## config.mk

```make
export PLATFORM = sky130hd
export DESIGN_NAME = vga_scanout_flat
export DESIGN_NICKNAME = d
export VERILOG_FILES = /design/src/rtl/vga_scanout_if.sv /design/src/rtl/vga_scanout.sv /design/src/flat_wrapper.sv
export SDC_FILE = /design/constraint.sdc
export NUM_CORES = 1
export LEC_CHECK = 0
export ABC_AREA = 1
export CORE_UTILIZATION = 45
export DETAILED_ROUTE_END_ITERATION = 16
export GPL_TIMING_DRIVEN = 0
export PLACE_DENSITY = 0.7
export SYNTH_ARGS = -nofsm -noshare
export SYNTH_HDL_FRONTEND = slang
export SYNTH_SLANG_ARGS = --single-unit
```

## constraint.sdc

```tcl
create_clock -name clk25 -period 1.8 [get_ports clk25]
set_input_delay 0.18 -clock clk25 [delete_from_list [all_inputs] [get_ports clk25]]
set_output_delay 0.18 -clock clk25 [all_outputs]
set_load 0.03 [all_outputs]
```

## src/rtl/vga_scanout_if.sv

```systemverilog
// Framebuffer read-port bundle between the scanout engine (master) and the
// pixel-clock BRAM port (slave). fb_data is valid one clock after fb_addr.
interface vga_scanout_if #(
  parameter int ADDR_W = 17
);
  logic [ADDR_W-1:0] fb_addr;
  logic [15:0]       fb_data;

  modport master (output fb_addr, input  fb_data);
  modport slave  (input  fb_addr, output fb_data);
endinterface

```

## src/rtl/vga_scanout.sv

```systemverilog
// vga_scanout: 640x480@60 VGA timing generator and QVGA framebuffer reader.
// Each 320x240 RGB444 framebuffer pixel is doubled in both directions.
// Pipeline: stage 0 counters, stage 1 address register, stage 2 BRAM read,
// stage 3 colour/sync registers, so counter->pin latency is 3 clocks.
// Optional feature macro: VGA_SCANOUT_TESTPAT_EN (8 vertical colour bars
// when test_pat=1). Without it test_pat is ignored.
module vga_scanout #(
  parameter int H_ACTIVE = 640,
  parameter int H_FP     = 16,
  parameter int H_SYNC   = 96,
  parameter int H_BP     = 48,
  parameter int V_ACTIVE = 480,
  parameter int V_FP     = 10,
  parameter int V_SYNC   = 2,
  parameter int V_BP     = 33,
  parameter int FB_W     = 320,
  parameter int FB_H     = 240,
  parameter int ADDR_W   = $clog2(FB_W*FB_H)
) (
  input  logic          clk25,
  input  logic          rst,
  vga_scanout_if.master fb,
  output logic [3:0]    vga_r,
  output logic [3:0]    vga_g,
  output logic [3:0]    vga_b,
  output logic          vga_hs,
  output logic          vga_vs,
  output logic          frame_start,
  input  logic          test_pat
);
  localparam int H_TOTAL = H_ACTIVE + H_FP + H_SYNC + H_BP;
  localparam int V_TOTAL = V_ACTIVE + V_FP + V_SYNC + V_BP;
  // h is at least 10 bits so the bar index h[9:7] always exists
  localparam int HW = ($clog2(H_TOTAL) > 10) ? $clog2(H_TOTAL) : 10;
  localparam int VW = ($clog2(V_TOTAL) > 1) ? $clog2(V_TOTAL) : 1;

  localparam logic [HW-1:0] H_LAST = HW'(H_TOTAL - 1);
  localparam logic [HW-1:0] H_ACT  = HW'(H_ACTIVE);
  localparam logic [HW-1:0] HS_BEG = HW'(H_ACTIVE + H_FP);
  localparam logic [HW-1:0] HS_END = HW'(H_ACTIVE + H_FP + H_SYNC);
  localparam logic [VW-1:0] V_LAST = VW'(V_TOTAL - 1);
  localparam logic [VW-1:0] V_ACT  = VW'(V_ACTIVE);
  localparam logic [VW-1:0] VS_BEG = VW'(V_ACTIVE + V_FP);
  localparam logic [VW-1:0] VS_END = VW'(V_ACTIVE + V_FP + V_SYNC);
  localparam logic [ADDR_W-1:0] ROW_STEP = ADDR_W'(FB_W);

  // ---------------- stage 0: raster counters ----------------
  logic [HW-1:0]     h;
  logic [VW-1:0]     v;
  logic [ADDR_W-1:0] row_base;   // (v>>1)*FB_W, tracked without a multiplier
  logic              h_wrap, v_wrap;
  logic              de0, hs0, vs0;

  assign h_wrap = (h == H_LAST);
  assign v_wrap = (v == V_LAST);
  assign de0    = (h < H_ACT) && (v < V_ACT);
  assign hs0    = ~((h >= HS_BEG) && (h < HS_END));
  assign vs0    = ~((v >= VS_BEG) && (v < VS_END));

  // Gated by rst so the pulse cannot appear while the counters are held at 0;
  // the first clock after release is h=0,v=0 and pulses immediately.
  assign frame_start = ~rst & (h == '0) & (v == '0);

  // Raster position and framebuffer row base; row advances after every odd
  // active line so each framebuffer row is scanned twice.
  always_ff @(posedge clk25) begin
    if (rst) begin
      h        <= '0;
      v        <= '0;
      row_base <= '0;
    end else begin
      h <= h_wrap ? '0 : h + 1'b1;
      if (h_wrap) begin
        v <= v_wrap ? '0 : v + 1'b1;
        if (v_wrap)
          row_base <= '0;
        else if (v[0] && (v < V_ACT))
          row_base <= row_base + ROW_STEP;
      end
    end
  end

  // ---------------- stage 1: framebuffer address ----------------
  // Column h>>1 doubles pixels horizontally; address parks at 0 in blanking.
  always_ff @(posedge clk25) begin
    if (rst) fb.fb_addr <= '0;
    else     fb.fb_addr <= de0 ? (row_base + ADDR_W'(h[HW-1:1])) : '0;
  end

  // ---------------- stages 1..2: sideband delay ----------------
  logic [2:1] vld_pipe;   // delayed display-enable
  logic [2:1] hs_pipe;
  logic [2:1] vs_pipe;

  // Carry de/hs/vs alongside the BRAM read so they reach stage 3 with the data.
  always_ff @(posedge clk25) begin
    if (rst) begin
      vld_pipe <= '0;
      hs_pipe  <= '1;
      vs_pipe  <= '1;
    end else begin
      vld_pipe <= {vld_pipe[1], de0};
      hs_pipe  <= {hs_pipe[1],  hs0};
      vs_pipe  <= {vs_pipe[1],  vs0};
    end
  end

  // ---------------- stage 3: pixel selection ----------------
  logic [11:0] pix_nxt;
  logic [11:0] rgb;

`ifdef VGA_SCANOUT_TESTPAT_EN
  logic [2:1][2:0] bar_pipe;   // h[9:7] delayed to line up with stage 3
  logic            unused_ok;
  assign unused_ok = &{1'b0, fb.fb_data[15:12]};

  // Bar index follows the pixel through the pipe like de/hs/vs.
  always_ff @(posedge clk25) begin
    if (rst) bar_pipe <= '0;
    else     bar_pipe <= {bar_pipe[1], h[9:7]};
  end

  // Colour source: bars when test_pat is high, framebuffer otherwise; black
  // outside the active window in both cases.
  always_comb begin
    pix_nxt = '0;
    if (vld_pipe[2]) begin
      if (test_pat)
        pix_nxt = {{4{bar_pipe[2][2]}}, {4{bar_pipe[2][1]}}, {4{bar_pipe[2][0]}}};
      else
        pix_nxt = fb.fb_data[11:0];
    end
  end
`else
  logic unused_ok;
  assign unused_ok = &{1'b0, test_pat, fb.fb_data[15:12]};

  // Framebuffer colour inside the active window, black elsewhere.
  always_comb begin
    pix_nxt = '0;
    if (vld_pipe[2]) pix_nxt = fb.fb_data[11:0];
  end
`endif

  // Output registers: colour and syncs leave together on the same edge.
  always_ff @(posedge clk25) begin
    if (rst) begin
      rgb    <= '0;
      vga_hs <= 1'b1;
      vga_vs <= 1'b1;
    end else begin
      rgb    <= pix_nxt;
      vga_hs <= hs_pipe[2];
      vga_vs <= vs_pipe[2];
    end
  end

  assign vga_r = rgb[11:8];
  assign vga_g = rgb[7:4];
  assign vga_b = rgb[3:0];
endmodule

```

## src/flat_wrapper.sv

```systemverilog
// flat-port wrapper written by rule: the top's interface ports become plain ports
module vga_scanout_flat 
#(
  parameter int H_ACTIVE = 640,
  parameter int H_FP     = 16,
  parameter int H_SYNC   = 96,
  parameter int H_BP     = 48,
  parameter int V_ACTIVE = 480,
  parameter int V_FP     = 10,
  parameter int V_SYNC   = 2,
  parameter int V_BP     = 33,
  parameter int FB_W     = 320,
  parameter int FB_H     = 240,
  parameter int ADDR_W   = $clog2(FB_W*FB_H)
)
  (clk25, rst, vga_r, vga_g, vga_b, vga_hs, vga_vs, frame_start, test_pat, fb_fb_addr, fb_fb_data);
  vga_scanout_if #(.ADDR_W(ADDR_W)) fb_i ();
  input  logic clk25;
  input  logic rst;
  output logic [3:0] vga_r;
  output logic [3:0] vga_g;
  output logic [3:0] vga_b;
  output logic vga_hs;
  output logic vga_vs;
  output logic frame_start;
  input  logic test_pat;
  output wire logic [$bits(fb_i.fb_addr)-1:0] fb_fb_addr;
  input wire logic [$bits(fb_i.fb_data)-1:0] fb_fb_data;
  assign fb_fb_addr = fb_i.fb_addr;
  assign fb_i.fb_data = fb_fb_data;
  vga_scanout #(.H_ACTIVE(H_ACTIVE), .H_FP(H_FP), .H_SYNC(H_SYNC), .H_BP(H_BP), .V_ACTIVE(V_ACTIVE), .V_FP(V_FP), .V_SYNC(V_SYNC), .V_BP(V_BP), .FB_W(FB_W), .FB_H(FB_H), .ADDR_W(ADDR_W)) u_core (.clk25(clk25), .rst(rst), .fb(fb_i), .vga_r(vga_r), .vga_g(vga_g), .vga_b(vga_b), .vga_hs(vga_hs), .vga_vs(vga_vs), .frame_start(frame_start), .test_pat(test_pat));
endmodule
```

==> results of run 1 <==
power by group:
part           total [mW]  switching, mW  internal [mW]
Sequential           1.53        0.00849           1.52
Combinational       0.151         0.0856         0.0653
Clock                1.49          0.572          0.914
Total                3.17          0.666           2.50
tightest hold or removal path: stages:
cell	delay, ps
clkdlybuf4s50_1	400
inv_1	50
nor2_1	30
path summary, 6_finish.rpt:
path	to	slack, ps	cells past startpoint
max	frame_start	100	5
min	u_core.rgb[8]	370	3
max reg2reg	u_core.row_base[16]	140	11
min reg2reg	u_core.vld_pipe[2]	410	2
flip-flops by register name, summed over array words and instances (netlist names):
name,cells
u_core.vga_vs,1
u_core.row_base,11
u_core.vga_hs,1
u_core.hs_pipe,2
u_core.v,10
u_core.vld_pipe,2
u_core.rgb,12
u_core.vs_pipe,2
u_core.fb.fb_addr,17
u_core.h,10
routing by layer:
metal	vias up	GRT usage, %	routed length, µm
li1	1392	-	-
met1	1161	24.21	2932
met2	72	31.37	2893
met3	8	4.374	301
met5	-	0	0
met4	0	9.404	103
cells in the mapped netlist (all sizes together):
cell	count	share of area, %
nand4	12	2.6
buf	2	0.55
xor2	3	0.89
nor4	1	0.21
nand2	92	12
nor3b	2	0.51
o21ai	11	1.9
dfxtp	68	46
inv	67	8.5
nor2	66	9.1
a21oi	25	4.4
nor3	7	1.9
o31ai	1	0.26
clkbuf	2	0.26
ha	8	3.4
nand3	33	5.8
a31oi	2	0.43
or2	4	0.85
through the flow:
| stage | setup slack [ps] | hold slack [ps] | std cells |
|---|---|---|---|
| 6_report | 101.7 | 368.2 | 543 |
| 5_1_grt | -2.940 | 367.5 | 543 |
| 4_1_cts | 6.915 | 356.8 | 543 |
| 3_5_place_dp | -355.9 | 402.7 | 528 |
| 3_3_place_gp | -330.3 | 391.0 | 528 |
| 2_1_floorplan | 219.0 | 286.5 | 406 |
placed cells by master, fill, tap and decap left out, drive strengths merged:
cell type	instances
a31oi	2
nor3b	2
xor2	3
nand2	92
nand4	12
nor4	1
nand3	33
nor3	7
ha	8
clkinv	1
nor2	66
buf	3
a21oi	25
inv	67
clkdlybuf4s50	44
or2	4
bufinv	3
o31ai	1
dfxtp	68
o21ai	11
clkbuf	11
clkinvlp	2
area by class of cell:
cell class | instances | area (µm²)
fill | 600 | 2567
sequential | 68 | 1364
multi-input combinational | 267 | 1325
timing repair buffer | 45 | 447.9
inverter | 67 | 251.5
clock buffer | 9 | 123.9
clock inverter | 6 | 113.9
tap | 77 | 96.34
buffer | 4 | 23.77
logic make-up after synthesis:
kind of cell	count (synthesis)
flops	68
fa+ha+maj	8
buf+inv	71
xor+xnor	3
simple gates	217
compound gates	39
repair_timing:
item / in CTS / in global routing
gates resized for setup: 7 / 7
pin swaps: 0 / 1
hold buffers: 0 / 0
endpoints found under the hold margin: 0 / 0
buffers inserted: 0 / 0
endpoints found under the setup margin: 1 / 10
==> flow_metrics.env, run 1 <==
export IMPL_end_kind="primary output"
export IMPL_yosys_warnings=0
export IMPL_finalInstanceArea_mm2=0.003746
export IMPL_drv_slew=0
export IMPL_cts_clk_slew_worst_paths_ps=70
export IMPL_vias=2633
export IMPL_grt_usage_pct=19.32
export IMPL_worst_slew_pin_slew_ps=549.4
export IMPL_worstPathCellList="inv_1, ha_1, nand4_1, nor3_2, buf_4"
export IMPL_overflow=0
export IMPL_clk_latency_ps=330
export IMPL_fin_setup_tns_ps=0
export IMPL_numCtsBuffers=9
export IMPL_port_buffers=45
export IMPL_status="completed"
export IMPL_skew_ps=6.633
export IMPL_slew_headroom_pct=63.37
export IMPL_die_h_um=82.85
export IMPL_ctsHtreeMaxLevel=3
export IMPL_ir_drop_uv=682.3
export IMPL_r2r_start="u_core.v[0]"
export IMPL_synthAdderAreaFrac_pct=3.403
export IMPL_drcViolationCount=0
export IMPL_synth_compound_area_share_pct=6.933
export IMPL_maxCapViolations=0
export IMPL_viasPerCell=4.849
export IMPL_cts_buffer_depth=2
export IMPL_drt_initial_drc_count=102
export IMPL_core_rowCount=29
export IMPL_drt_wirelength_per_cell_um=11.48
export IMPL_power_mw=3.167
export IMPL_grt_max_degree=13
export IMPL_seq_area_frac_synth_pct=46.28
export IMPL_setup_viol=0
export IMPL_fin_crit_sh_pct=94.35
export IMPL_cp_top_family="flip-flops"
export IMPL_first_pass_iters=4
export IMPL_power_density_mw_per_mm2=845.3
export IMPL_ys_seq_elements=68
export IMPL_antenna_left=0
export IMPL_leakage_nw=1.621
export IMPL_num_antenna_cells=0
export IMPL_grt_pass1_vias=2433
export IMPL_finish_utilization_pct=59.33
export IMPL_die_w_um=82.85
export IMPL_cts_tree="built"
export IMPL_nNetsFinal=489
export IMPL_synth_top_family_by_area="simple AND/OR/NAND/NOR gates"
export IMPL_crit_path_start_kind="flop"
export IMPL_hold_path_class="input port to flop"
export IMPL_io_pins=51
export IMPL_initial_core_util_pct=46.59
export IMPL_cp_max_fo=7
export IMPL_crit_slowest_cell="dfxtp_2"
export IMPL_ys_types=28
export IMPL_avgSynthCellArea_um2=7.245
export IMPL_clock_fmax_mhz=588.8
export IMPL_synthSimpleGateAreaFrac_pct=33.13
export IMPL_hold_violations=0
export IMPL_root_buffer="clkbuf_8"
export IMPL_drt_total_wl_um=6232
export IMPL_synth_xor_area_share_pct=0.8932
export IMPL_min_delay_start="fb_fb_data[8]"
export IMPL_dieArea_mm2=0.006864
export IMPL_syn_cell_area_mm2=0.002942
export IMPL_grt_pass1_wl_um=10660
export IMPL_antenna_found_initial=0
export IMPL_final_layout_size_suffix_gt1_share_pct=11.16
export IMPL_synth_area_mux_share_pct=0
export IMPL_crit_arrival_ps=1520
export IMPL_detailed_place_area_mm2=0.003488
export IMPL_synth_cells=406
export IMPL_gp_congestion=0.8456
export IMPL_clock_sinks=68
export IMPL_period_needed_ps=1698
export IMPL_synth_nets=433
export IMPL_syn2layout_area_growth_pct=27.35
export IMPL_hpwlAfterDp_um=4674
export IMPL_cp_startpoint="u_core.v[0]"
export IMPL_crit_type="flop to primary output"
export IMPL_max_stage_delay_ps=360
export IMPL_critPathRequiredTime_ps=1620
export IMPL_core_area_mm2=0.006314
export IMPL_path_buf_inv=2
No activity file was read; power rests on OpenSTA's default activity.
==> inputs of run 2 (changes only) <==
--- a/config.mk
+++ b/config.mk
@@ -6,6 +6,7 @@
 export NUM_CORES = 1
 export LEC_CHECK = 0
 export ABC_AREA = 1
+export CAP_MARGIN = 25
 export CORE_UTILIZATION = 45
 export DETAILED_ROUTE_END_ITERATION = 16
 export GPL_TIMING_DRIVEN = 0
==> results of run 2 <==
Same layout as run 1: the final DEF is identical, and so are final timing and power.
==> inputs of run 3 (changes only) <==
--- a/config.mk
+++ b/config.mk
@@ -8,6 +8,7 @@
 export ABC_AREA = 1
 export CAP_MARGIN = 25
 export CORE_UTILIZATION = 45
+export CTS_CLUSTER_SIZE = 40
 export DETAILED_ROUTE_END_ITERATION = 16
 export GPL_TIMING_DRIVEN = 0
 export PLACE_DENSITY = 0.7
==> results of run 3 <==
Same layout as run 1: the final DEF is identical, and so are final timing and power.
